**src/rtl/cla4_clk.sv**
```systemverilog
// rtl/cla4_clk.sv - registered 4-bit carry-lookahead adder
// Operands registered, lookahead carries formed in parallel, sum/carry registered.
module cla4_clk (
  input  logic       clk,
  input  logic       reset_n,
  input  logic [3:0] a,
  input  logic [3:0] b,
  input  logic       ci,
  output logic [3:0] s,
  output logic       co
);

  logic [3:0] a_q, b_q;
  logic       ci_q;
  logic [3:0] s_q;
  logic       co_q;

  logic [3:0] g, p;
  logic [4:0] c;
  logic [3:0] sum_d;
  logic       co_d;

  assign g = a_q & b_q;
  assign p = a_q ^ b_q;

  // Every carry is a flat sum of products of g/p and ci_q; none reuses a lower carry.
  assign c[0] = ci_q;
  assign c[1] = g[0] | (p[0] & ci_q);
  assign c[2] = g[1] | (p[1] & g[0]) | (p[1] & p[0] & ci_q);
  assign c[3] = g[2] | (p[2] & g[1]) | (p[2] & p[1] & g[0])
              | (p[2] & p[1] & p[0] & ci_q);
  assign c[4] = g[3] | (p[3] & g[2]) | (p[3] & p[2] & g[1])
              | (p[3] & p[2] & p[1] & g[0])
              | (p[3] & p[2] & p[1] & p[0] & ci_q);

  assign sum_d = p ^ c[3:0];
  assign co_d  = c[4];

  always_ff @(posedge clk or negedge reset_n) begin
    if (!reset_n) begin
      a_q  <= 4'b0000;
      b_q  <= 4'b0000;
      ci_q <= 1'b0;
      s_q  <= 4'b0000;
      co_q <= 1'b0;
    end else begin
      a_q  <= a;
      b_q  <= b;
      ci_q <= ci;
      s_q  <= sum_d;
      co_q <= co_d;
    end
  end

  assign s  = s_q;
  assign co = co_q;

endmodule

```
**config.mk**
```make
export PLATFORM = sky130hd
export DESIGN_NAME = cla4_clk
export DESIGN_NICKNAME = d
export VERILOG_FILES = /design/src/rtl/cla4_clk.sv
export SDC_FILE = /design/constraint.sdc
export NUM_CORES = 1
export LEC_CHECK = 0
export BUFFER_PORTS_ARGS = -buffer_cell sky130_fd_sc_hd__buf_2
export CELL_PAD_IN_SITES_DETAIL_PLACEMENT = 0
export CELL_PAD_IN_SITES_GLOBAL_PLACEMENT = 2
export CORE_MARGIN = 3
export CORE_UTILIZATION = 36
export CTS_BUF_LIST = sky130_fd_sc_hd__clkbuf_8
export DETAILED_ROUTE_END_ITERATION = 10
export PLACE_DENSITY_LB_ADDON = 0.1
export SLEW_MARGIN = 0
export SYNTH_ARGS = -nofsm -noshare
export SYNTH_HDL_FRONTEND = slang
export SYNTH_SLANG_ARGS = --single-unit
export TNS_END_PERCENT = 20
```
**constraint.sdc**
```tcl
create_clock -name clk -period 2.5 [get_ports clk]
set_input_delay 0.125 -clock clk [delete_from_list [all_inputs] [get_ports clk]]
set_output_delay 0.125 -clock clk [all_outputs]
set_load 0.05 [all_outputs]
```
==> metrics.md, run 1 <==
| Metric | Value |
|---|---|
| Post-CTS clock slew at the launch and capture registers of the worst setup and hold paths | `0.05 ns` |
| Largest net degree at the start of global routing | `15` |
| Data arrival time of the worst path | `1.51 ns` |
| Worst rel slew slack | `80.4%` |
| Number of register bits inferred by synthesis | `14` |
| Part of the cycle the worst path needs | `55.2%` |
| Synth cell types | `9` |
| Post-CTS resize count | `0` |
| Min-Delay Path Class | `primary input to asynchronous set/reset pin` |
| Number of hold-slack violations in the final timing report | `0` |
| Switching share of power | `27.8%` |
| Wire length of the first global-routing pass | `1.26 mm` |
| Number of levels in the clock H-tree | `1` |
| Netlist area before placement | `498 um2` |
| Setup Crit Path Kind | `flip-flop to flip-flop` |
| Placed Area | `591 um2` |
| Area growth, synth to finish | `47.0%` |
| DR WL/cell | `9.92 um` |
| Switching power summed over all nets | `152 uW` |
| Total leakage power | `0.382 nW` |
| Design Area, Final | `732 um2` |
| Fin nets | `77` |
| Port-buffer cells | `15` |
| Kind of launch point of the worst setup path | `flip-flop` |
| Beginning of the worst register-to-register path | `a_q[2]` |
| PnR Total Power | `548 uW` |
| Setup repair after global routing missed its margin | `false` |
| Largest buffer count on any clock path | `2` |
| Filler-free cell count of the finished design | `73` |
| Remaining DRCs | `0` |
| Final setup violation count | `0` |
| Overall global routing resource usage | `9.35%` |
| Worst IR Drop VDD | `0.428 mV` |
| Result of the run | `completed` |
| Initial Utilization | `41.5%` |
| Count of boundary I/O pins | `16` |
| Antenna violations before repair | `0` |
| Number of detailed-route iterations in the first pass | `1` |
| Number of buffers inserted during clock tree synthesis | `3` |
| Clk Latency, worst-skew pair | `0.24 ns` |
| Count of buffers added by post-CTS timing repair for setup | `0` |
| Critical Path Fanout Max | `3` |
| Worst Reg2Reg Path Length in Cells | `4` |
| Total nets after synthesis | `47` |
| TNS Setup | `0 ns` |
| Fillers | `106` |
| Root buffer selected by CTS | `sky130_fd_sc_hd__clkbuf_8` |
| Worst setup startpoint | `a_q[2]` |
| Antenna viol nets, final | `0` |
| Remaining global-route overflow | `0` |
| Layout cells sized above 1 | `30.5%` |
| Total Wirelength | `724 um` |
| Final slew viol count | `0` |
| Total number of placement rows | `12` |
| Gate count of the mapped netlist | `31` |
| Internal power | `396 uW` |
| Starting DRT DRC Count | `0` |
| Power share of the sequential group | `46.2%` |
| Reg2Reg Capture Point | `co` |
| Setup crit end | `co` |
| Width of the chip | `43.2 um` |
| Max capacitance violation total | `0` |
| Floorplan die area | `1870 um2` |
| Worst hold margin | `0.304 ns` |
| Mean number of vias per cell | `4.34` |
| Sink Count | `14` |
| Total core area | `1200 um2` |
| Placed cell count | `60` |
| Layout Skew | `0.00126 ns` |
| Die Span Y | `43.2 um` |
| Synthesized area per cell | `16.1 um2` |
| Ant diodes | `0` |
| Pwr/cell area | `749 nW/um2` |
| Highest clock frequency the design can meet | `0.724 GHz` |
| Clock period minus worst slack | `1.38 ns` |
| Weighted congestion reported at the end of routability-driven placement | `0.719` |
| Clk network pwr share | `31.7%` |
| Pin slew with the least headroom to its limit | `0.294 ns` |
| Number of global-route vias before repair | `332` |
| Share of the yosys chip area belonging to registers | `70.4%` |
| Post-CTS Hold Fix Bufs | `10` |
| Data required time at the worst endpoint | `2.63 ns` |
| TritonCTS clock tree | `built` |
| Via count | `317` |
| Critical Path End Type | `flip-flop` |
| Register-to-Register Setup Slack | `1.12 ns` |
| Synthesis warning total | `0` |
| Combinational share of power | `22.1%` |
-- cell type report --
cell class	instances	area, um2	share of cell area [%]
Tap cell	14	17.5	2.39
Sequential cell	14	350	47.9
Multi-Input combinational cell	13	133	18.1
Inverter	4	15.0	2.05
Clock buffer	3	41.3	5.64
Timing Repair Buffer	25	175	23.9
-- cells by family (layout without fill, tap and decap cells) --
kind of cell               Yosys count  in the layout  synth area share, %
buffers and inverters                4             32                 3.01
adders and majority gates            5              5                 14.1
DFF                                 14             14                 70.4
AOI/OAI and AO/OA                    5              5                 7.29
xor gates and xnor gates             3              3                 5.28
-- worst min path at each step --
stage	from	end	depth (start not counted)
2_1_floorplan	reset_n	a_q[0]	0
3_3_place_gp	reset_n	s[0]	1
3_5_place_dp	reset_n	s[0]	1
4_1_cts	reset_n	s[2]	2
5_1_grt	reset_n	ci_q	2
6_report	reset_n	s[0]	2
-- per-layer routing --
metal  wire, um  track usage [%]  vias up
met5          0                0        -
met4          0             5.42        0
met3         43             3.81        0
met2        380             15.6       12
met1        300             9.65      148
li1           -                -      157
-- through the flow --
| stage | utilization, % | worst slack (ns) |
|---|---|---|
| 6_report | 60.9 | 1.12 |
| 5_1_grt | 60.9 | 1.07 |
| 4_1_cts | 60.9 | 1.10 |
| 3_5_place_dp | 49.2 | 1.13 |
| 3_3_place_gp | 49.2 | 1.14 |
| 2_1_floorplan | - | 1.18 |
-- worst max-delay path, stage by stage, from the launching register on --
cell	delay [ns]
sky130_fd_sc_hd__dfrtp_1	0.36
sky130_fd_sc_hd__ha_1	0.33
sky130_fd_sc_hd__a21o_1	0.19
sky130_fd_sc_hd__a31o_1	0.21
sky130_fd_sc_hd__a21o_1	0.18
-- cell usage in the layout, fill, tap and decap left out, drive strengths merged --
master and n:
clkbuf 3, fa 1, inv 4, xnor2 2
a31o 1, dfrtp 14, ha 4, buf 15
a21oi 1, dlygate4sd3 10, xor2 1, a21o 3
-- cells in the mapped netlist --
master / count / area [um2]
sky130_fd_sc_hd__a21o_1: 3 / 22.5
sky130_fd_sc_hd__xnor2_1: 2 / 17.5
sky130_fd_sc_hd__dfrtp_1: 14 / 350
sky130_fd_sc_hd__a21oi_1: 1 / 5.00
sky130_fd_sc_hd__fa_1: 1 / 20.0
sky130_fd_sc_hd__inv_1: 4 / 15.0
sky130_fd_sc_hd__ha_1: 4 / 50.1
sky130_fd_sc_hd__a31o_1: 1 / 8.76
sky130_fd_sc_hd__xor2_1: 1 / 8.76
-- power groups by stage --
stage	Sequential [mW]	Combinational, mW	Clock [mW]
2_1_floorplan	0.310	0.0268	0
3_5_place_dp	0.257	0.111	0
4_1_cts	0.253	0.123	0.181
6_report	0.253	0.121	0.174
3_3_place_gp	0.257	0.110	0
5_1_grt	0.255	0.130	0.194
-- sequential cells by signal, indices dropped and copies added, names as in the netlist --
signal and cells:
co 1, ci_q 1, s 4, a_q 4, b_q 4
No activity file was read; power rests on OpenSTA's default activity.
==> run 2, diff against run 1 <==
--- a/config.mk
+++ b/config.mk
@@ -5,11 +5,13 @@
 export SDC_FILE = /design/constraint.sdc
 export NUM_CORES = 1
 export LEC_CHECK = 0
+export ABC_AREA = 1
 export BUFFER_PORTS_ARGS = -buffer_cell sky130_fd_sc_hd__buf_2
 export CELL_PAD_IN_SITES_DETAIL_PLACEMENT = 0
 export CELL_PAD_IN_SITES_GLOBAL_PLACEMENT = 2
+export CORE_ASPECT_RATIO = 0.9
 export CORE_MARGIN = 3
-export CORE_UTILIZATION = 36
+export CORE_UTILIZATION = 32
 export CTS_BUF_LIST = sky130_fd_sc_hd__clkbuf_8
 export DETAILED_ROUTE_END_ITERATION = 10
 export PLACE_DENSITY_LB_ADDON = 0.1
==> constraint.sdc (replaced) <==
create_clock -name clk -period 1.4 [get_ports clk]
set_input_delay 0.07 -clock clk [delete_from_list [all_inputs] [get_ports clk]]
set_output_delay 0.07 -clock clk [all_outputs]
set_load 0.05 [all_outputs]
==> run 2 against run 1 <==
Against the previous run:
- combinational power grew 78%
- utilization shrank 8.2 points
- critical path type unchanged
- final area grew 8.9%
- critical path depth grew 2
- highest routed layer unchanged
- wire length grew 3.2%
- fmax grew 11%
- count of clock-buffer cells in the layout grew 1
- global-route usage shrank 0.79 points
- clock power grew 120%
- clock skew grew 0.0033 ns
==> metrics.md, run 2 <==
| Metric | Value |
|---|---|
| Result of the run | `completed` |
| Number of buffers inserted during clock tree synthesis | `3` |
| Antenna violations before repair | `0` |
| Critical Path End Type | `flip-flop` |
| Post-CTS clock slew at the launch and capture registers of the worst setup and hold paths | `0.06 ns` |
| Kind of launch point of the worst setup path | `flip-flop` |
| Final setup violation count | `0` |
| Starting DRT DRC Count | `1` |
| Gate count of the mapped netlist | `45` |
| Clock period minus worst slack | `1.24 ns` |
| Power share of the sequential group | `43.1%` |
| Count of boundary I/O pins | `16` |
| Clk network pwr share | `36.3%` |
| Switching power summed over all nets | `281 uW` |
| Worst Reg2Reg Path Length in Cells | `6` |
| Largest buffer count on any clock path | `2` |
| Internal power | `762 uW` |
| Total leakage power | `0.416 nW` |
| Most frequent standard cell in the layout excluding fill and tap cells | `sky130_fd_sc_hd__buf_2` |
| Total nets after synthesis | `61` |
| Part of the cycle the worst path needs | `88.5%` |
| Overall global routing resource usage | `8.56%` |
| Critical Path Fanout Max | `5` |
| Setup repair after global routing missed its margin | `false` |
| Number of enable-type register cells in the synthesized netlist | `0` |
| Placed cell count | `82` |
| Share of the yosys chip area belonging to registers | `65.0%` |
| Netlist area before placement | `539 um2` |
| Register-to-Register Setup Slack | `0.16 ns` |
| Width of the chip | `49.3 um` |
| DR WL/cell | `7.78 um` |
| Area growth, synth to finish | `47.8%` |
| Proportion of register bits with asynchronous set or reset after synthesis | `100%` |
| Worst rel slew slack | `80.4%` |
| Cell types with the largest area share after synthesis | `sky130_fd_sc_hd__dfrtp_1, sky130_fd_sc_hd__ha_1, sky130_fd_sc_hd__nand2_1, sky130_fd_sc_hd__inv_1, sky130_fd_sc_hd__fa_1` |
| Number of levels in the clock H-tree | `1` |
| Layout Skew | `0.00456 ns` |
| Worst IR Drop VDD | `1.02 mV` |
| TNS Setup | `0 ns` |
| Highest-count cells in the layout ignoring fill and taps | `sky130_fd_sc_hd__buf_2, sky130_fd_sc_hd__dfrtp_1, sky130_fd_sc_hd__dlygate4sd3_1` |
| Number of register bits inferred by synthesis | `14` |
| Min-Delay Path Class | `primary input to asynchronous set/reset pin` |
| Area share of the largest cell type after synthesis | `65.0%` |
| Synthesis warning total | `0` |
| TritonCTS clock tree | `built` |
| Fin nets | `91` |
| Highest clock frequency the design can meet | `0.807 GHz` |
| Floorplan die area | `2210 um2` |
| Ant diodes | `0` |
| Total Wirelength | `747 um` |
| Weighted congestion reported at the end of routability-driven placement | `0.684` |
| Die Span Y | `44.9 um` |
| Final slew viol count | `0` |
| Most used standard cell by instance count after synthesis | `sky130_fd_sc_hd__dfrtp_1` |
| Port-buffer cells | `15` |
| Synthesized area per cell | `12.0 um2` |
| Flip-flop cell with the highest count after synthesis | `sky130_fd_sc_hd__dfrtp_1` |
| Root buffer selected by CTS | `sky130_fd_sc_hd__clkbuf_8` |
| Most common library cells after synthesis | `sky130_fd_sc_hd__dfrtp_1, sky130_fd_sc_hd__nand2_1, sky130_fd_sc_hd__inv_1, sky130_fd_sc_hd__ha_1, sky130_fd_sc_hd__nand3_1` |
| Switching share of power | `26.9%` |
| Number of global-route vias before repair | `367` |
| Max capacitance violation total | `0` |
| Combinational share of power | `20.6%` |
| Design Area, Final | `797 um2` |
| Layout cells sized above 1 | `27.0%` |
| Cell accounting for the most synthesized area | `sky130_fd_sc_hd__dfrtp_1` |
| Data required time at the worst endpoint | `1.54 ns` |
| Setup Crit Path Kind | `flip-flop to flip-flop` |
| Setup crit end | `s[3]` |
| Remaining DRCs | `0` |
| Beginning of the worst register-to-register path | `a_q[2]` |
| Via count | `371` |
| Pin slew with the least headroom to its limit | `0.293 ns` |
| HPWL reported at the end of detailed placement | `554 um` |
| Placed Area | `642 um2` |
| Remaining global-route overflow | `0` |
| Total core area | `1510 um2` |
| Pwr/cell area | `1310 nW/um2` |
| Number of hold-slack violations in the final timing report | `0` |
| Initial Utilization | `35.6%` |
| Number of detailed-route iterations in the first pass | `4` |
| Synth cell types | `12` |
| Fillers | `132` |
| Mean number of vias per cell | `3.86` |
| Data arrival time of the worst path | `1.37 ns` |
| Worst setup startpoint | `a_q[2]` |
| Filler-free cell count of the finished design | `96` |
| Sink Count | `14` |
| Total number of placement rows | `13` |
| Largest net degree at the start of global routing | `15` |
| Clk Latency, worst-skew pair | `0.24 ns` |
| Reg2Reg Capture Point | `s[3]` |
| Wire length of the first global-routing pass | `1.35 mm` |
| Antenna viol nets, final | `0` |
==> run 2: cell types whose count changed in the layout (fill, tap and decap cells not counted), moves of 2 or more <==
cell / delta
sky130_fd_sc_hd__a21o_1: -3
sky130_fd_sc_hd__inv_1: +3
sky130_fd_sc_hd__nand2_1: +8
sky130_fd_sc_hd__nand3_1: +4
sky130_fd_sc_hd__nand4_1: +2
==> run 2: critical path: stages (launching register included) <==
cell,delay (ns)
sky130_fd_sc_hd__dfrtp_1,0.36
sky130_fd_sc_hd__ha_1,0.35
sky130_fd_sc_hd__or2_0,0.21
sky130_fd_sc_hd__nand2_1,0.08
sky130_fd_sc_hd__nand2_1,0.05
sky130_fd_sc_hd__nand2_1,0.05
sky130_fd_sc_hd__nand2_1,0.04
==> run 2: worst min-delay path by stage <==
stage / startpoint / slack [ns] / endpoint
after CTS: reset_n / 0.24 / s[0]
after detailed placement: reset_n / -0.03 / s[0]
final: reset_n / 0.24 / s[1]
after floorplan: reset_n / -0.23 / a_q[0]
after global routing: reset_n / 0.28 / s[1]
after global placement: reset_n / -0.03 / s[2]
==> run 2: kinds of logic (layout without fill, tap and decap cells) <==
kind of cell	count (synthesis)	in the layout	synth area share, %
adders and majority gates	5	5	13.0
xor gates and xnor gates	1	1	1.62
AOI/OAI and AO/OA	1	1	0.927
and+or+nand+nor	17	17	14.6
DFF	14	14	65.0
buffers and inverters	7	36	4.87
==> run 2: power by group through the flow <==
stage	clock, mW	sequential, mW	combinational, mW
6_report	0.378	0.450	0.215
5_1_grt	0.406	0.454	0.238
4_1_cts	0.387	0.450	0.217
3_5_place_dp	0	0.457	0.196
3_3_place_gp	0	0.457	0.199
2_1_floorplan	0	0.542	0.0589
==> run 2: cell type report <==
cell class	count	area, um2	area share [%]
multi-input cells	24	163	20.4
inverters	7	26.3	3.30
clock buffers	4	55.1	6.91
repair buffers	25	175	22.0
well taps	22	27.5	3.45
flip-flops and latches	14	350	44.0
==> run 2: repair_timing <==
| item | in CTS | in global routing |
|---|---|---|
| endpoints found under the hold margin | 23 | 0 |
| hold buffers | 10 | 0 |
| resized for setup | 0 | 0 |
| buffers inserted | 0 | 0 |
==> run 2: per-stage QoR <==
step	setup slack [ns]	power, mW	util (%)	hold slack [ns]
after floorplan	0.209	0.601	-	-0.226
after global placement	0.168	0.656	42.4	-0.0251
after detailed placement	0.159	0.653	42.4	-0.0287
after CTS	0.152	1.05	52.7	0.244
after global routing	0.0251	1.10	52.7	0.278
final	0.161	1.04	52.7	0.243
==> run 2: routing by layer <==
layer | GRT usage (%) | up-vias | part of all wire (%)
met5 | 0 | - | 0
met4 | 1.70 | 0 | 0
met3 | 6.27 | 0 | 10
met2 | 15.0 | 18 | 45
met1 | 8.26 | 154 | 45
li1 | - | 199 | -
==> run 3, diff against run 2 <==
--- a/config.mk
+++ b/config.mk
@@ -13,8 +13,10 @@
 export CORE_MARGIN = 3
 export CORE_UTILIZATION = 32
 export CTS_BUF_LIST = sky130_fd_sc_hd__clkbuf_8
+export CTS_CLUSTER_SIZE = 30
 export DETAILED_ROUTE_END_ITERATION = 10
 export PLACE_DENSITY_LB_ADDON = 0.1
+export SETUP_SLACK_MARGIN = 0.4
 export SLEW_MARGIN = 0
 export SYNTH_ARGS = -nofsm -noshare
 export SYNTH_HDL_FRONTEND = slang
==> run 3 against run 2 <==
Against the previous run:
- global-route usage up 0.96 points
- combinational power up 6%
- utilization up 2.2 points
- register-to-register slack better by 0.09 ns
- final area up 4.1%
- non-clock buffer count up 1
- die area unchanged
- first-iteration DRC count rose to 3.0 times the previous value
- via count up 5.7%
- clock skew down 0.0023 ns
- highest routed layer is now met4
==> metrics.md, run 3 (synthesis results as in run 2) <==
| Metric | Value |
|---|---|
| Number of hold-slack violations in the final timing report | `0` |
| Result of the run | `completed` |
| Design Area, Final | `830 um2` |
| Number of detailed-route iterations in the first pass | `3` |
| Ant diodes | `0` |
| Max capacitance violation total | `0` |
| Clock period minus worst slack | `1.15 ns` |
| Sink Count | `14` |
| Width of the chip | `49.3 um` |
| Fin nets | `92` |
| Number of buffer and inverter instances along the worst setup path | `0` |
| Most frequent standard cell in the layout excluding fill and tap cells | `sky130_fd_sc_hd__buf_2` |
| Setup Crit Path Kind | `flip-flop to flip-flop` |
| Total Wirelength | `791 um` |
| Fin util | `54.8%` |
| Remaining global-route overflow | `0` |
| Pwr/cell area | `1290 nW/um2` |
| Remaining DRCs | `0` |
| Mean number of vias per cell | `4.04` |
| Final slew viol count | `0` |
| Data required time at the worst endpoint | `1.54 ns` |
| Antenna viol nets, final | `0` |
| Initial Utilization | `35.6%` |
| Number of levels in the clock H-tree | `1` |
| Total leakage power | `0.421 nW` |
| Register-to-Register Setup Slack | `0.25 ns` |
| Total number of placement rows | `13` |
| Highest-count cells in the layout ignoring fill and taps | `sky130_fd_sc_hd__buf_2, sky130_fd_sc_hd__dfrtp_1, sky130_fd_sc_hd__dlygate4sd3_1` |
| Delay of the slowest cell on the worst path | `0.39 ns` |
| Die Span Y | `44.9 um` |
| Largest buffer count on any clock path | `2` |
| Filler-free cell count of the finished design | `97` |
| TritonCTS clock tree | `built` |
| Sequence of cells on the critical path | `ha_4, or2_0, nand2_1, nand2_1, nand2_1, nand2_1` |
| Placement-stage worst setup slack | `0.240 ns` |
| Kind of launch point of the worst setup path | `flip-flop` |
| Post-CTS resize count | `0` |
| Largest net degree at the start of global routing | `15` |
| Post-CTS clock slew at the launch and capture registers of the worst setup and hold paths | `0.06 ns` |
| Critical path's most frequent cell | `sky130_fd_sc_hd__nand2_1` |
| Part of the cycle the worst path needs | `82.1%` |
| Pin slew with the least headroom to its limit | `0.293 ns` |
| Layout Skew | `0.00223 ns` |
| Number of buffers inserted during clock tree synthesis | `3` |
| Min-Delay Path Class | `primary input to asynchronous set/reset pin` |
| Overall global routing resource usage | `9.52%` |
| Area growth, synth to finish | `53.8%` |
| Layout cells sized above 1 | `30.7%` |
| Worst IR Drop VDD | `0.777 mV` |
| Placed cell count | `82` |
| DR WL/cell | `8.15 um` |
| Number of global-route vias before repair | `381` |
| Largest delay contributor family on the critical path | `simple AND/OR/NAND/NOR gates` |
| Critical Path End Type | `flip-flop` |
| Starting DRT DRC Count | `3` |
| Root buffer selected by CTS | `sky130_fd_sc_hd__clkbuf_8` |
| Setup repair after global routing missed its margin | `true` |
| Critical Path Fanout Max | `3` |
| Clk Latency, worst-skew pair | `0.24 ns` |
| Highest clock frequency the design can meet | `0.870 GHz` |
| Total core area | `1510 um2` |
| Floorplan die area | `2210 um2` |
| Highest-delay cell along the critical path | `sky130_fd_sc_hd__dfrtp_1` |
| Final setup violation count | `0` |
| Weighted congestion reported at the end of routability-driven placement | `0.669` |
| Data arrival time of the worst path | `1.29 ns` |
| Worst rel slew slack | `80.4%` |
| Placed Area | `667 um2` |
| Via count | `392` |
| Antenna violations before repair | `0` |
| Wire length of the first global-routing pass | `1.50 mm` |
| Final worst-path setup slack | `0.250 ns` |
| HPWL reported at the end of detailed placement | `591 um` |
| TNS Setup | `0 ns` |
| Port-buffer cells | `15` |
| Count of boundary I/O pins | `16` |
==> run 3: cell count changes in the layout (fill, tap and decap cells not counted), sizes merged <==
cell	previous run	this run
buf	15	16
==> run 3: final cells by class <==
type	count	area [um2]
clock buffers	4	55.1
fillers	123	683
inverters	7	26.3
multi-input cells	24	188
flip-flops and latches	14	350
well taps	22	27.5
repair buffers	26	183
==> run 3: repair_timing <==
action                                  in CTS  in global routing
hold buffers                                10                  0
setup buffers                                1                  0
pin swaps                                    1                  0
hold endpoints to repair                    23                  0
endpoints found under the setup margin       5                  5
==> run 3: power by group <==
part | total (mW) | internal [mW] | switching (mW) | leakage, nW
combinational | 0.227 | 0.0833 | 0.144 | 0.228
sequential | 0.452 | 0.441 | 0.0117 | 0.164
clock | 0.388 | 0.249 | 0.139 | 0.0288
total | 1.07 | 0.773 | 0.295 | 0.421
==> run 3: worst paths after layout <==
path,from,to,cells after the start
max,a_q[2],s[3],6
min,reset_n,s[2],2
max reg2reg,a_q[2],s[3],6
min reg2reg,b_q[3],co,3
max in group asynchronous,reset_n,a_q[3],2
min in group clk,ci,ci_q,2
==> run 3: layer usage <==
layer	vias to the layer above	wire length, um	GRT usage (%)	share of wire (%)
met5	-	0	0	0
met4	0	21	6.82	2.7
met3	2	82	4.29	10
met2	20	315	15.0	40
met1	169	371	10.4	47
li1	201	-	-	-
==> run 3: stage by stage <==
| step | power (mW) | hold slack (ns) |
|---|---|---|
| 6_report | 1.07 | 0.236 |
| 3_3_place_gp | 0.667 | -0.0255 |
| 2_1_floorplan | 0.610 | -0.226 |
| 3_5_place_dp | 0.666 | -0.0243 |
| 4_1_cts | 1.09 | 0.248 |
| 5_1_grt | 1.14 | 0.284 |
